--- src/rtl/fco_align_tracker.sv ---
// ---------------------------------------------------------------------------
// fco_align_tracker
//   Multi-lane frame-clock (FCO) alignment tracker. Each lane watches its FCO
//   sample for rising edges and checks that they arrive every expect_period
//   valid words. Lanes lock after LOCK_COUNT consecutive good frames. A locked
//   lane drops after UNLOCK_COUNT consecutive bad frames. While a lane is still
//   searching, a bad frame requests a deserializer bitslip. The lane then waits
//   SLIP_WAIT valid words before it searches again. Each lane keeps a
//   saturating count of bad frames.
//
// Ports
//   dco_clk         deserialized word clock
//   rst             asynchronous active-high reset
//   fco_in          per-lane frame clock sample
//   word_valid      common word strobe; lane logic advances only when high
//   expect_period   words per frame (values below 2 behave as 2)
//   clr_err         synchronous clear of every error counter
//   lane_aligned    per-lane LOCKED indication
//   all_aligned     registered AND of lane_aligned
//   bitslip         one-cycle slip request per lane
//   align_err_pulse one-cycle pulse per bad frame
//   err_count       saturating bad-frame counters, lane i at [i*ERR_W +: ERR_W]
// ---------------------------------------------------------------------------
module fco_align_tracker #(
  parameter int NUM_LANES    = 4,
  parameter int PERIOD_W     = 8,
  parameter int LOCK_COUNT   = 4,
  parameter int UNLOCK_COUNT = 2,
  parameter int SLIP_WAIT    = 8,
  parameter int ERR_W        = 16
) (
  input  logic                       dco_clk,
  input  logic                       rst,
  input  logic [NUM_LANES-1:0]       fco_in,
  input  logic                       word_valid,
  input  logic [PERIOD_W-1:0]        expect_period,
  input  logic                       clr_err,
  output logic [NUM_LANES-1:0]       lane_aligned,
  output logic                       all_aligned,
  output logic [NUM_LANES-1:0]       bitslip,
  output logic [NUM_LANES-1:0]       align_err_pulse,
  output logic [NUM_LANES*ERR_W-1:0] err_count
);

  // One extra bit so that "one word past the period" is representable even
  // at the largest programmable period.
  localparam int CNT_W  = PERIOD_W + 1;
  localparam int LOCK_W = $clog2(LOCK_COUNT + 1);
  localparam int MISS_W = $clog2(UNLOCK_COUNT + 1);
  localparam int SLIP_W = $clog2(SLIP_WAIT + 1);

  typedef enum logic [1:0] {
    SEARCH    = 2'd0,
    TRACK     = 2'd1,
    SLIP_HOLD = 2'd2,
    LOCKED    = 2'd3
  } lane_state_t;

  logic [CNT_W-1:0] period;

  // The frame checks never use a period shorter than two words.
  always_comb begin
    period = {1'b0, expect_period};
    if (expect_period < PERIOD_W'(2)) period = CNT_W'(2);
  end

  for (genvar i = 0; i < NUM_LANES; i++) begin : g_lane
    lane_state_t       state;
    logic [CNT_W-1:0]  words_since;
    logic [LOCK_W-1:0] streak;
    logic [MISS_W-1:0] miss;
    logic [SLIP_W-1:0] slip_cnt;
    logic [ERR_W-1:0]  err;
    logic              fco_d;
    logic              aligned_q;
    logic              slip_q;
    logic              err_pulse_q;
    logic              rise;
    logic              good;
    logic              bad;
    logic              checking;
    logic [CNT_W-1:0]  nw;
    logic [LOCK_W-1:0] streak_nxt;
    logic [MISS_W-1:0] miss_nxt;
    logic [SLIP_W-1:0] slip_nxt;

    // Frame classification for the current word. A missing edge is
    // recognised one word after the expected position.
    always_comb begin
      rise       = fco_in[i] & ~fco_d;
      nw         = words_since + CNT_W'(1);
      good       = rise && (nw == period);
      bad        = (rise && (nw != period)) || (!rise && (nw > period));
      checking   = (state == TRACK) || (state == LOCKED);
      streak_nxt = streak + LOCK_W'(1);
      miss_nxt   = miss + MISS_W'(1);
      slip_nxt   = slip_cnt + SLIP_W'(1);
    end

    // Lane state machine. Pulse outputs are cleared by default every cycle,
    // so they stay high for one cycle even when word_valid is low.
    always_ff @(posedge dco_clk or posedge rst) begin
      if (rst) begin
        state       <= SEARCH;
        words_since <= '0;
        streak      <= '0;
        miss        <= '0;
        slip_cnt    <= '0;
        fco_d       <= 1'b0;
        aligned_q   <= 1'b0;
        slip_q      <= 1'b0;
        err_pulse_q <= 1'b0;
      end else begin
        fco_d       <= fco_in[i];
        slip_q      <= 1'b0;
        err_pulse_q <= 1'b0;
        if (word_valid) begin
          unique case (state)
            SEARCH: begin
              if (rise) begin
                state       <= TRACK;
                words_since <= '0;
                streak      <= '0;
              end
            end
            TRACK: begin
              if (good) begin
                words_since <= '0;
                streak      <= streak_nxt;
                if (streak_nxt == LOCK_W'(LOCK_COUNT)) begin
                  state     <= LOCKED;
                  aligned_q <= 1'b1;
                  miss      <= '0;
                end
              end else if (bad) begin
                words_since <= '0;
                streak      <= '0;
                slip_cnt    <= '0;
                slip_q      <= 1'b1;
                err_pulse_q <= 1'b1;
                state       <= SLIP_HOLD;
              end else begin
                words_since <= nw;
              end
            end
            SLIP_HOLD: begin
              // FCO edges are ignored while the deserializer settles.
              if (slip_nxt == SLIP_W'(SLIP_WAIT)) state <= SEARCH;
              else slip_cnt <= slip_nxt;
            end
            LOCKED: begin
              if (good) begin
                words_since <= '0;
                miss        <= '0;
              end else if (bad) begin
                words_since <= '0;
                err_pulse_q <= 1'b1;
                miss        <= miss_nxt;
                // Losing lock goes straight back to SEARCH; no slip is requested.
                if (miss_nxt == MISS_W'(UNLOCK_COUNT)) begin
                  state     <= SEARCH;
                  aligned_q <= 1'b0;
                end
              end else begin
                words_since <= nw;
              end
            end
            default: state <= SEARCH;
          endcase
        end
      end
    end

    // Saturating error counter. A clear takes priority over an increment in
    // the same cycle.
    always_ff @(posedge dco_clk or posedge rst) begin
      if (rst) begin
        err <= '0;
      end else if (clr_err) begin
        err <= '0;
      end else if (word_valid && checking && bad && (err != {ERR_W{1'b1}})) begin
        err <= err + ERR_W'(1);
      end
    end

    assign lane_aligned[i]                = aligned_q;
    assign bitslip[i]                     = slip_q;
    assign align_err_pulse[i]             = err_pulse_q;
    assign err_count[i*ERR_W +: ERR_W]    = err;
  end

  // all_aligned trails the per-lane flags by one cycle.
  always_ff @(posedge dco_clk or posedge rst) begin
    if (rst) all_aligned <= 1'b0;
    else     all_aligned <= &lane_aligned;
  end

endmodule

--- config.mk ---
export PLATFORM = sky130hd
export DESIGN_NAME = fco_align_tracker
export DESIGN_NICKNAME = d
export VERILOG_FILES = /design/src/rtl/fco_align_tracker.sv
export SDC_FILE = /design/constraint.sdc
export NUM_CORES = 1
export LEC_CHECK = 0
export ABC_AREA = 0
export CORE_ASPECT_RATIO = 2
export CORE_MARGIN = 2
export CORE_UTILIZATION = 25
export CTS_BUF_LIST = sky130_fd_sc_hd__clkbuf_2
export DETAILED_ROUTE_END_ITERATION = 10
export SKIP_LAST_GASP = 1
export SYNTH_ARGS = -nofsm -noshare
export SYNTH_HDL_FRONTEND = slang
export SYNTH_SLANG_ARGS = --single-unit
--- constraint.sdc ---
create_clock -name dco_clk -period 5.4 [get_ports dco_clk]
set_clock_uncertainty 0.1 [all_clocks]
set_input_delay 0.54 -clock dco_clk [delete_from_list [all_inputs] [get_ports dco_clk]]
set_output_delay 0.54 -clock dco_clk [all_outputs]
set_load 0.02 [all_outputs]
[Word-level counts from Yosys, hierarchy flattened]
Index checks and enable logic that the tools add are counted.
Storage, ports and cells
  flip-flop bits (word level): 161
  input port bits: 16
  output and inout bits: 77
  word-level logic and storage cells: 412
Operators by class
  order comparisons: 5
  muxes and demuxes: 161
  equality and inequality tests: 88
  bitwise gates (word level): 8
  reductions and logical operators: 89
  $add $sub $neg: 20
Operators with widths (count)
  16-bit 2-to-1 mux: 8
  9-bit 2-to-1 mux: 12
  2-bit 2-to-1 mux: 48
  9-bit case mux with 2 select lines: 4
  16-bit by 1-bit adder with 16-bit output, second input constant: 4
  16-bit inequality test, second input constant: 4
  2-bit inequality test, second input constant: 32
  4-bit 2-to-1 mux: 12
  1-bit 2-to-1 mux: 44
  5-bit AND reduction: 8
  2-bit nonzero test: 20
  9-bit by 1-bit adder with 9-bit output, second input constant: 4
  9-bit == test: 4
  9-bit greater-than comparator: 4
  3-bit 2-to-1 mux: 12
  9-bit inequality test: 4
  2-bit case mux with 4 select lines: 4
  4-bit case mux with 2 select lines: 4
  8-bit AND reduction: 4
  7-bit AND reduction: 4
  2-bit == test, second input constant: 12
  1-bit logical AND: 24
  3-bit inequality test, second input constant: 8
  3-bit case mux with 2 select lines: 4
  other kinds (20): 83

[Longest topological paths before layout]
Gate-level depths: netlist (run 1).
  depth in word-level cells: 9
  gate-level depth with buffers: 14
  depth with buffers taken out: 13

[Least setup slack after synthesis (run 1)]
No wires, ideal clock.
  kind: flip-flop to flip-flop
  start: register g_lane[1].words_since[0]
  end: register g_lane[1].err[5]
  path slack: 2.310 ns
  data required time: 5.172 ns
  arrival: 2.862 ns
  stages on the path, launching flop included: 14
  setup time: 0.128 ns
  clock period less this slack: 3.090 ns
  cells stage by stage: dfrtp_1 -> ha_1 -> nand3_2 -> or2_2 -> xnor2_1 -> ha_1 -> nand3_1 -> a211oi_1 -> o21bai_1 -> and2_4 -> buf_6 -> buf_6 -> nor3b_1 -> mux2_1
On the way
  word-level cells in the longest chain between the ends: 7
  elaborated cells on any way between the ends: 9
Ends and longest elaborated chain
  start, declared: line 69  | logic [CNT_W-1:0] words_since;
  start signal, assigned: line 143  | words_since <= nw;
  start signal, assigned: line 165  | words_since <= nw;
  9-bit by 1-bit adder with 9-bit output *: line 91  | nw = words_since + CNT_W'(1);
  9-bit greater-than comparator or 9-bit inequality test (tied branches): line 93  | bad = (rise && (nw != period)) || (!rise && (nw > period));
  1-bit logical AND: line 93
  1-bit logical OR *: line 93
  1-bit logical AND * (2 in series): line 181  | end else if (word_valid && checking && bad && (err != {ERR_W{1'b1}})) begin
  2-bit nonzero test (no line) *
  end signal, assigned: line 182  | err <= err + ERR_W'(1);
  end, declared: line 73  | logic [ERR_W-1:0] err;
Every way passes the cells marked *; elsewhere a longest branch is shown, timed or not.
A chain may end at the register's enable or synchronous reset.

[Worst setup path after layout (run 1)]
  start: register g_lane[1].words_since[0]
  end: register g_lane[1].state[1]
On the way
  word-level cells in the longest chain between the ends: 6
  elaborated cells on any way between the ends: 15
Ends and longest elaborated chain
  9-bit by 1-bit adder with 9-bit output *: line 91
  9-bit greater-than comparator or 9-bit inequality test (tied branches): line 93
  1-bit logical AND: line 93
  1-bit logical OR: line 93
  3-bit inequality test (no line) or 2-bit inequality test (tied branches)
  8-bit AND reduction (no line)
  end signal, assigned: line 104  | state <= SEARCH;
  end signal, assigned: line 121  | state <= TRACK;
  end signal, assigned: line 131  | state <= LOCKED;
  end, declared: line 68  | lane_state_t state;
Marked as above.

==> impl_metrics.prom, run 1 <==
# TYPE chip_impl_metric gauge
chip_impl_metric{name="setup_violations",unit=""} 0
chip_impl_metric{name="crit_required",unit="ps"} 6020
chip_impl_metric{name="synthesis.area",unit="µm²"} 9840
chip_impl_metric{name="internal_power",unit="mW"} 2.02
chip_impl_metric{name="vias",unit=""} 8192
chip_impl_metric{name="floorplan.rows",unit=""} 102
chip_impl_metric{name="areaGrowthSynthToFinish",unit="%"} 16.9
chip_impl_metric{name="switching_share",unit="%"} 38.4
chip_impl_metric{name="globalRouteOverflowTotal",unit=""} 0
chip_impl_metric{name="reg2reg_setup_slack",unit="ps"} 1640
chip_impl_metric{name="place_congestion",unit=""} 0.847
chip_impl_info{name="critical_path_class",value="reg -> reg"} 1
chip_impl_metric{name="synth.net_count",unit=""} 1141
chip_impl_metric{name="core_area",unit="µm²"} 38800
chip_impl_metric{name="relSlewSlack",unit="%"} 27.6
chip_impl_metric{name="post_synth.cell_area_avg",unit="µm²"} 9.21
chip_impl_metric{name="gr-usage-met2",unit="%"} 24.5
chip_impl_metric{name="h-tree-depth",unit=""} 4
chip_impl_metric{name="buffer_and_inverter_count_on_the_worst_path",unit=""} 0
chip_impl_metric{name="number_of_nets_still_failing_antenna_checks_after_routing",unit=""} 0
chip_impl_info{name="synth.cells.most_frequent",value="dfrtp_1, nor2_1, nand2_1, o21ai_0, nand3_1"} 1
chip_impl_info{name="hold_end",value="g_lane[3].fco_d"} 1
chip_impl_metric{name="critPathMaxFanout",unit=""} 11
chip_impl_metric{name="pre_cts_ws",unit="ps"} 1380
chip_impl_metric{name="routed_via_density",unit=""} 4.89
chip_impl_metric{name="worst_slack",unit="ps"} 1640
chip_impl_metric{name="timing_hold_violations_final",unit=""} 0
chip_impl_info{name="yosys.area.top_type",value="dfrtp_1"} 1
chip_impl_metric{name="place.port_buffers",unit=""} 92
chip_impl_metric{name="tritoncts_num_sinks",unit=""} 161
chip_impl_metric{name="reg2regPathDepth",unit=""} 11
chip_impl_metric{name="fmax",unit="GHz"} 0.266
chip_impl_metric{name="ys_seq_area_share",unit="%"} 40.9
chip_impl_metric{name="clkLatencyLatePin",unit="ps"} 800
chip_impl_metric{name="io_pins",unit=""} 93
chip_impl_info{name="yosys_most_used_dff",value="dfrtp_1"} 1
chip_impl_metric{name="route.detailed.wl_per_inst",unit="µm"} 15.5
chip_impl_metric{name="clock_pin_transition_on_the_worst_setup_and_hold_timing_paths",unit="ps"} 250
chip_impl_metric{name="asyncSetResetFlopFracSynth",unit="%"} 100
chip_impl_metric{name="power.sequential.fraction",unit="%"} 48.6
chip_impl_info{name="tritoncts",value="built"} 1
chip_impl_metric{name="detailedRoute.firstIterationViolations",unit=""} 352
chip_impl_metric{name="maximum_number_of_pins_on_one_net_before_global_route_repair",unit=""} 95
chip_impl_metric{name="synth_warnings",unit=""} 0
chip_impl_info{name="hold_path_startpoint",value="fco_in[3]"} 1
chip_impl_metric{name="synth_top_area_share",unit="%"} 40.9
chip_impl_metric{name="cts_buffers",unit=""} 17
chip_impl_metric{name="detail_route.wirelength",unit="mm"} 26.0
chip_impl_metric{name="via_count_of_the_first_global_routing_pass",unit=""} 8564
chip_impl_metric{name="design.die.area",unit="µm²"} 41100
chip_impl_metric{name="dp_hpwl",unit="mm"} 19.3
chip_impl_metric{name="met1_demand_to_capacity_share_in_global_routing",unit="%"} 13.5
chip_impl_metric{name="final_net_count",unit=""} 1214
chip_impl_metric{name="synthesis.instances",unit=""} 1069
chip_impl_metric{name="fin_crit_sh",unit="%"} 69.6
chip_impl_metric{name="worst_path_largest_cell_delay",unit="ps"} 600
chip_impl_metric{name="critical_path_depth",unit=""} 11
chip_impl_metric{name="pwr-share-clk",unit="%"} 22.2
chip_impl_metric{name="maxCapViolations",unit=""} 0
chip_impl_metric{name="post_cts.repair.setup_buffers",unit=""} 0
chip_impl_metric{name="timing.hold.worst_path_depth",unit=""} 1
chip_impl_info{name="category_of_cells_accounting_for_the_largest_share_of_critical_path_delay",value="simple AND/OR/NAND/NOR gates"} 1
chip_impl_metric{name="antenna_found_initial",unit=""} 1
chip_impl_metric{name="synth-seq-cells",unit=""} 161
chip_impl_info{name="timing.rr.start",value="g_lane[1].words_since[0]"} 1
chip_impl_info{name="r2r-end",value="g_lane[1].state[1]"} 1
chip_impl_metric{name="drive_above_1_share",unit="%"} 6.33
chip_impl_info{name="outcome",value="finished, final reports clean"} 1
chip_impl_metric{name="timing_worst_slew_pin_value",unit="ps"} 1080
chip_impl_metric{name="synth_enable_flop_cells",unit=""} 0
chip_impl_metric{name="fin_setup_tns",unit="ps"} 0
chip_impl_info{name="rsz0062_at_grt",value="false"} 1
chip_impl_info{name="yosysMostFrequentCell",value="dfrtp_1"} 1
chip_impl_info{name="cell_at_the_slowest_stage_of_the_critical_path",value="o311ai_1"} 1
chip_impl_info{name="globalRoute.busiestLayer",value="met2"} 1
chip_impl_metric{name="critical_path_arrival",unit="ps"} 4370
chip_impl_metric{name="initial_utilization",unit="%"} 25.4
chip_impl_metric{name="drcViolationCount",unit=""} 0
chip_impl_metric{name="gr-usage-all-layers",unit="%"} 13.2
chip_impl_metric{name="clk_buf_depth",unit=""} 2
chip_impl_metric{name="netlist-cell-type-count",unit=""} 74
chip_impl_metric{name="combinationalPowerShare",unit="%"} 29.2
chip_impl_info{name="critical_path.cell_chain",value="ha_1, nand3_2, or2_2, xnor2_1, ha_1, nand3_1, nor3_1, nand3_1, o311ai_1, a21oi_1, o22a_1"} 1
chip_impl_metric{name="met3_track_demand_over_resource",unit="%"} 2.02
chip_impl_metric{name="die-height",unit="µm"} 285
chip_impl_metric{name="p_per_area",unit="nW/µm²"} 285
chip_impl_info{name="min-delay-path-class",value="in -> reg"} 1
chip_impl_metric{name="irDropWorstVdd",unit="µV"} 137
chip_impl_info{name="worstSetupStartpointType",value="flip-flop"} 1
chip_impl_info{name="clock-root-buffer",value="clkbuf_2"} 1
chip_impl_metric{name="p_leak",unit="nW"} 4.98
chip_impl_info{name="worstSetupEndpointType",value="flip-flop"} 1
chip_impl_metric{name="count_of_cells_resized_by_post_cts_repair",unit=""} 0
chip_impl_info{name="synth.area.top_cells",value="dfrtp_1, ha_1, xor2_1, nor2_1, o21ai_0"} 1
chip_impl_metric{name="drt_pre_antenna_iters",unit=""} 4
chip_impl_metric{name="grt_first_pass_wirelength",unit="mm"} 43.4
chip_impl_metric{name="die_w",unit="µm"} 144
chip_impl_metric{name="final-max-slew-violation-count",unit=""} 0
chip_impl_metric{name="power.switching",unit="mW"} 1.26
chip_impl_metric{name="post_route_minimum_period",unit="ps"} 3760
routing by layer:
| layer | share of wire [%] | vias up |
|---|---|---|
| met4 | 6.1 | 0 |
| met3 | 2.1 | 57 |
| met5 | 0 | - |
| met1 | 37 | 4021 |
| met2 | 55 | 145 |
| li1 | - | 3969 |
stage by stage:
stage | hold slack [ps] | power, mW | utilization [%] | area, µm² | instances
final | 206 | 3.28 | 29.7 | 11500 | 1675
after global placement | 362 | 2.54 | 28.9 | 11200 | 1639
after global routing | 129 | 3.54 | 29.7 | 11500 | 1675
after floorplan | 347 | 2.29 | - | 9840 | 1069
after CTS | 84.3 | 3.34 | 29.6 | 11500 | 1674
after detailed placement | 370 | 2.57 | 28.9 | 11200 | 1639
power groups by stage:
stage	combinational, mW	clock, mW	sequential [mW]
after detailed placement	0.962	0	1.61
after CTS	0.969	0.776	1.59
final	0.959	0.730	1.59
after global placement	0.930	0	1.61
after global routing	1.11	0.807	1.62
after floorplan	0.781	0	1.51
worst max-delay path by stage:
| stage | from | to | slack, ps |
|---|---|---|---|
| global route | g_lane[1].words_since[0] | g_lane[1].state[1] | 1340 |
| CTS | g_lane[1].words_since[0] | g_lane[1].state[1] | 1730 |
| finish | g_lane[1].words_since[0] | g_lane[1].state[1] | 1640 |
| detailed placement | expect_period[7] | g_lane[3].slip_cnt[2] | 1380 |
| global placement | expect_period[7] | g_lane[0].slip_cnt[3] | 1480 |
| floorplan | rst | all_aligned | 410 |
cell families (layout without fill, tap and decap cells):
family / after synthesis / count (layout) / share of synthesized area, %
AOI/OAI and AO/OA: 205 / 205 / 13.7
xor gates and xnor gates: 75 / 75 / 6.75
adders and majority gates: 56 / 56 / 7.12
buffers and inverters: 82 / 167 / 4.01
DFF: 161 / 161 / 40.9
muxes: 26 / 26 / 2.85
other: 0 / 1 / 0
and+or+nand+nor: 464 / 464 / 24.7
cell usage in the layout (no fill, tap or decap), drive strengths merged, types with 6 or more instances in the layout:
cell / n
clkdlybuf4s50: 91
mux2i: 10
xnor2: 24
o21bai: 6
buf: 6
nor2b: 22
and2: 20
o21a: 8
nand2b: 16
or4: 6
nand3: 67
a21o: 8
nor4: 13
and3: 35
a31oi: 6
ha: 56
o31ai: 7
clkbuf: 19
a21oi: 23
a21boi: 7
nand2: 95
or3: 6
nand4: 29
nor3: 26
nor2: 101
xor2: 51
inv: 37
a22o: 14
o21ai: 84
o211ai: 6
dfrtp: 161
and4: 12
mux2: 16
flip-flops by register name (all words and copies together), names as in the netlist:
| name | cells |
|---|---|
| g_lane.fco_d | 4 |
| g_lane.err_pulse_q | 4 |
| g_lane.streak | 12 |
| g_lane.slip_q | 4 |
| g_lane.words_since | 36 |
| g_lane.state | 8 |
| g_lane.err | 64 |
| g_lane.miss | 8 |
| g_lane.slip_cnt | 16 |
| all_aligned | 1 |
| g_lane.aligned_q | 4 |
cell type report:
| type | count | area, µm² |
|---|---|---|
| Fill cell | 4170 | 27300 |
| Multi-Input combinational cell | 826 | 5430 |
| Tap cell | 520 | 651 |
| Sequential cell | 161 | 4030 |
| Timing Repair Buffer | 101 | 1010 |
| Antenna cell | 1 | 2.50 |
| Inverter | 35 | 136 |
| Clock buffer | 19 | 95.1 |
| Clock inverter | 12 | 159 |
what timing repair did:
| item | CTS | global route |
|---|---|---|
| hold buffers | 4 | 0 |
| endpoints found under the hold margin | 60 | 0 |
| setup endpoints to repair | 0 | 0 |
worst reg2reg max path, stage by stage, from the launching register on:
cell	delay, ps
dfrtp_1	480
ha_1	250
nand3_2	160
or2_2	370
xnor2_1	150
ha_1	300
nand3_1	130
nor3_1	420
nand3_1	420
o311ai_1	600
a21oi_1	90
o22a_1	190
Note: power is estimated with default switching activity, not from simulation.
==> run 2: changes to the inputs <==
Clock period 5.4 ns to 3.7 ns, I/O delays scaled along.
==> impl_metrics.prom, run 2 (synthesis gave the netlist of run 1 again) <==
# TYPE chip_impl_metric gauge
chip_impl_info{name="min-delay-path-class",value="in -> async"} 1
chip_impl_info{name="critical-path-top-cell-by-count",value="and3_1"} 1
chip_impl_metric{name="drive_above_1_share",unit="%"} 7.61
chip_impl_info{name="reg_top3",value="g_lane.err: 64 flops, g_lane.words_since: 36 flops, g_lane.slip_cnt: 16 flops"} 1
chip_impl_metric{name="number_of_nets_still_failing_antenna_checks_after_routing",unit=""} 0
chip_impl_info{name="critical_path_class",value="reg -> reg"} 1
chip_impl_metric{name="initial_utilization",unit="%"} 25.4
chip_impl_metric{name="antenna_found_initial",unit=""} 1
chip_impl_metric{name="p_leak",unit="nW"} 5.05
chip_impl_metric{name="worst_path_largest_cell_delay",unit="ps"} 500
chip_impl_info{name="outcome",value="finished, final reports clean"} 1
chip_impl_metric{name="layout.filler_cells",unit=""} 4140
chip_impl_metric{name="detail_route.wirelength",unit="mm"} 26.0
chip_impl_info{name="worstSetupEndpointType",value="flip-flop"} 1
chip_impl_info{name="rsz0062_at_grt",value="false"} 1
chip_impl_metric{name="drcViolationCount",unit=""} 0
chip_impl_metric{name="design.die.area",unit="µm²"} 41100
chip_impl_info{name="layout_common_cells",value="dfrtp_1, nor2_1, nand2_1"} 1
chip_impl_metric{name="maxCapViolations",unit=""} 0
chip_impl_metric{name="core_area",unit="µm²"} 38800
chip_impl_info{name="timing.rr.start",value="g_lane[0].words_since[2]"} 1
chip_impl_metric{name="met1_demand_to_capacity_share_in_global_routing",unit="%"} 12.8
chip_impl_metric{name="timing_worst_slew_pin_value",unit="ps"} 1020
chip_impl_metric{name="die_w",unit="µm"} 144
chip_impl_metric{name="relSlewSlack",unit="%"} 31.9
chip_impl_info{name="setup.worst_path.start",value="g_lane[0].words_since[2]"} 1
chip_impl_metric{name="clk_buf_depth",unit=""} 2
chip_impl_info{name="critical_path.cell_chain",value="and3_1, and3_1, nand3_1, xnor2_1, ha_1, and3_1, and3_1, a211oi_1, o2111ai_1, nor2_1, o21ai_0, o31ai_1"} 1
chip_impl_metric{name="timing_hold_violations_final",unit=""} 0
chip_impl_metric{name="h-tree-depth",unit=""} 4
chip_impl_metric{name="fin_crit_sh",unit="%"} 92.9
chip_impl_metric{name="grt_first_pass_wirelength",unit="mm"} 42.1
chip_impl_metric{name="tritoncts_num_sinks",unit=""} 161
chip_impl_metric{name="gr-usage-met2",unit="%"} 24.6
chip_impl_metric{name="critical_path_depth",unit=""} 12
chip_impl_info{name="cell_at_the_slowest_stage_of_the_critical_path",value="dfrtp_1"} 1
chip_impl_info{name="most_flop_heavy_register",value="g_lane.err"} 1
chip_impl_metric{name="buffer_and_inverter_count_on_the_worst_path",unit=""} 0
chip_impl_metric{name="critPathMaxFanout",unit=""} 8
chip_impl_metric{name="fmax",unit="GHz"} 0.291
chip_impl_metric{name="post_cts.repair.setup_buffers",unit=""} 0
chip_impl_metric{name="die-height",unit="µm"} 285
chip_impl_metric{name="p_per_area",unit="nW/µm²"} 408
chip_impl_info{name="globalRoute.busiestLayer",value="met2"} 1
chip_impl_metric{name="detailedRoute.firstIterationViolations",unit=""} 378
chip_impl_info{name="worstSetupStartpointType",value="flip-flop"} 1
chip_impl_metric{name="setup_violations",unit=""} 0
chip_impl_info{name="category_of_cells_accounting_for_the_largest_share_of_critical_path_delay",value="simple AND/OR/NAND/NOR gates"} 1
chip_impl_metric{name="io_pins",unit=""} 93
chip_impl_info{name="clock-root-buffer",value="clkbuf_2"} 1
chip_impl_metric{name="met3_track_demand_over_resource",unit="%"} 2.34
chip_impl_metric{name="post_route_minimum_period",unit="ps"} 3440
chip_impl_metric{name="clock_pin_transition_on_the_worst_setup_and_hold_timing_paths",unit="ps"} 320
chip_impl_metric{name="crit_required",unit="ps"} 4380
chip_impl_metric{name="globalRouteOverflowTotal",unit=""} 0
chip_impl_metric{name="irDropWorstVdd",unit="µV"} 178
chip_impl_info{name="tritoncts",value="built"} 1
chip_impl_metric{name="place_congestion",unit=""} 0.823
chip_impl_metric{name="cts_buffers",unit=""} 17
chip_impl_metric{name="clkLatencyLatePin",unit="ps"} 860
chip_impl_metric{name="final-max-slew-violation-count",unit=""} 0
chip_impl_metric{name="floorplan.rows",unit=""} 102
chip_impl_metric{name="via_count_of_the_first_global_routing_pass",unit=""} 8348
chip_impl_metric{name="routed_via_density",unit=""} 4.82
chip_impl_metric{name="critical_path_arrival",unit="ps"} 4120
chip_impl_info{name="layout.cells.most_common",value="dfrtp_1"} 1
chip_impl_metric{name="areaGrowthSynthToFinish",unit="%"} 17.9
chip_impl_metric{name="vias",unit=""} 8146
chip_impl_info{name="cp-endpoint",value="g_lane[0].words_since[5]"} 1
chip_impl_metric{name="drt_pre_antenna_iters",unit=""} 6
chip_impl_metric{name="route.detailed.wl_per_inst",unit="µm"} 15.4
chip_impl_metric{name="fin_setup_tns",unit="ps"} 0
chip_impl_metric{name="maximum_number_of_pins_on_one_net_before_global_route_repair",unit=""} 91
chip_impl_metric{name="reg2reg_setup_slack",unit="ps"} 260
chip_impl_metric{name="reg2regPathDepth",unit=""} 12
chip_impl_metric{name="gr-usage-all-layers",unit="%"} 12.9
chip_impl_metric{name="dp_hpwl",unit="mm"} 19.9
chip_impl_metric{name="final_net_count",unit=""} 1229
chip_impl_metric{name="finalPower",unit="mW"} 4.73
chip_impl_metric{name="place.port_buffers",unit=""} 92
chip_impl_metric{name="max_ffs_per_register",unit=""} 64
chip_impl_info{name="r2r-end",value="g_lane[0].words_since[5]"} 1
==> run 2: changes by cell type in the layout (fill, tap and decap cells not counted), moves of 2 or more <==
cell	before	now
buf_4	4	16
bufinv_16	3	0
inv_6	3	6
inv_8	0	3
clkbuf_2	19	17
clkinvlp_4	4	2
dfrtp_1	161	159
dfrtp_2	0	2
dlygate4sd3_1	4	6
==> run 2: per-layer routing <==
layer | part of all wire (%) | routed length, µm
met1 | 36 | 9470
met2 | 56 | 14600
met3 | 2.7 | 705
met4 | 4.6 | 1200
met5 | 0 | 0
==> run 2: worst min-delay path by stage <==
| stage | start | to | slack [ps] |
|---|---|---|---|
| after floorplan | fco_in[0] | g_lane[0].fco_d | 300 |
| after global placement | g_lane[0].miss[0] | g_lane[0].miss[0] | 360 |
| after detailed placement | g_lane[0].miss[0] | g_lane[0].miss[0] | 380 |
| after CTS | rst | g_lane[2].fco_d | 140 |
| after global routing | rst | g_lane[2].err_pulse_q | 150 |
| final | rst | g_lane[2].err_pulse_q | 220 |
==> run 2: power by group <==
part           switching [mW]  internal, mW  total (mW)
Sequential              0.334          1.99        2.33
Clock                   0.762         0.212       0.974
Combinational           0.826         0.605        1.43
==> run 2: layout make-up <==
type,instances,area (µm²),area share [%]
clock inverters,15,140,1.21
flip-flops and latches,161,4030,34.7
repair buffers,116,1140,9.79
multi-input cells,826,5420,46.7
inverters,35,135,1.16
well taps,520,651,5.61
diodes,1,2.50,0.0216
clock buffers,17,85.1,0.733
==> run 2: tightest hold or removal path, cell delays in order <==
cell,delay (ps)
dlygate4sd3_1,530
clkdlybuf4s50_1,470
clkinvlp_4,270
==> run 2: per-stage QoR <==
step,std cells,setup slack [ps],utilization [%],area [µm²],hold WS [ps]
floorplan,1069,610,-,9840,301
global placement,1652,308,29.1,11300,363
detailed placement,1652,297,29.1,11300,383
CTS,1690,237,29.9,11600,136
global route,1691,37.1,29.9,11600,146
finish,1691,263,29.9,11600,215
==> run 2: timing repair <==
action / in CTS / in global routing
endpoints found under the setup margin: 0 / 5
resized for setup: 0 / 3
endpoints found under the hold margin: 60 / 0
hold buffers: 6 / 0
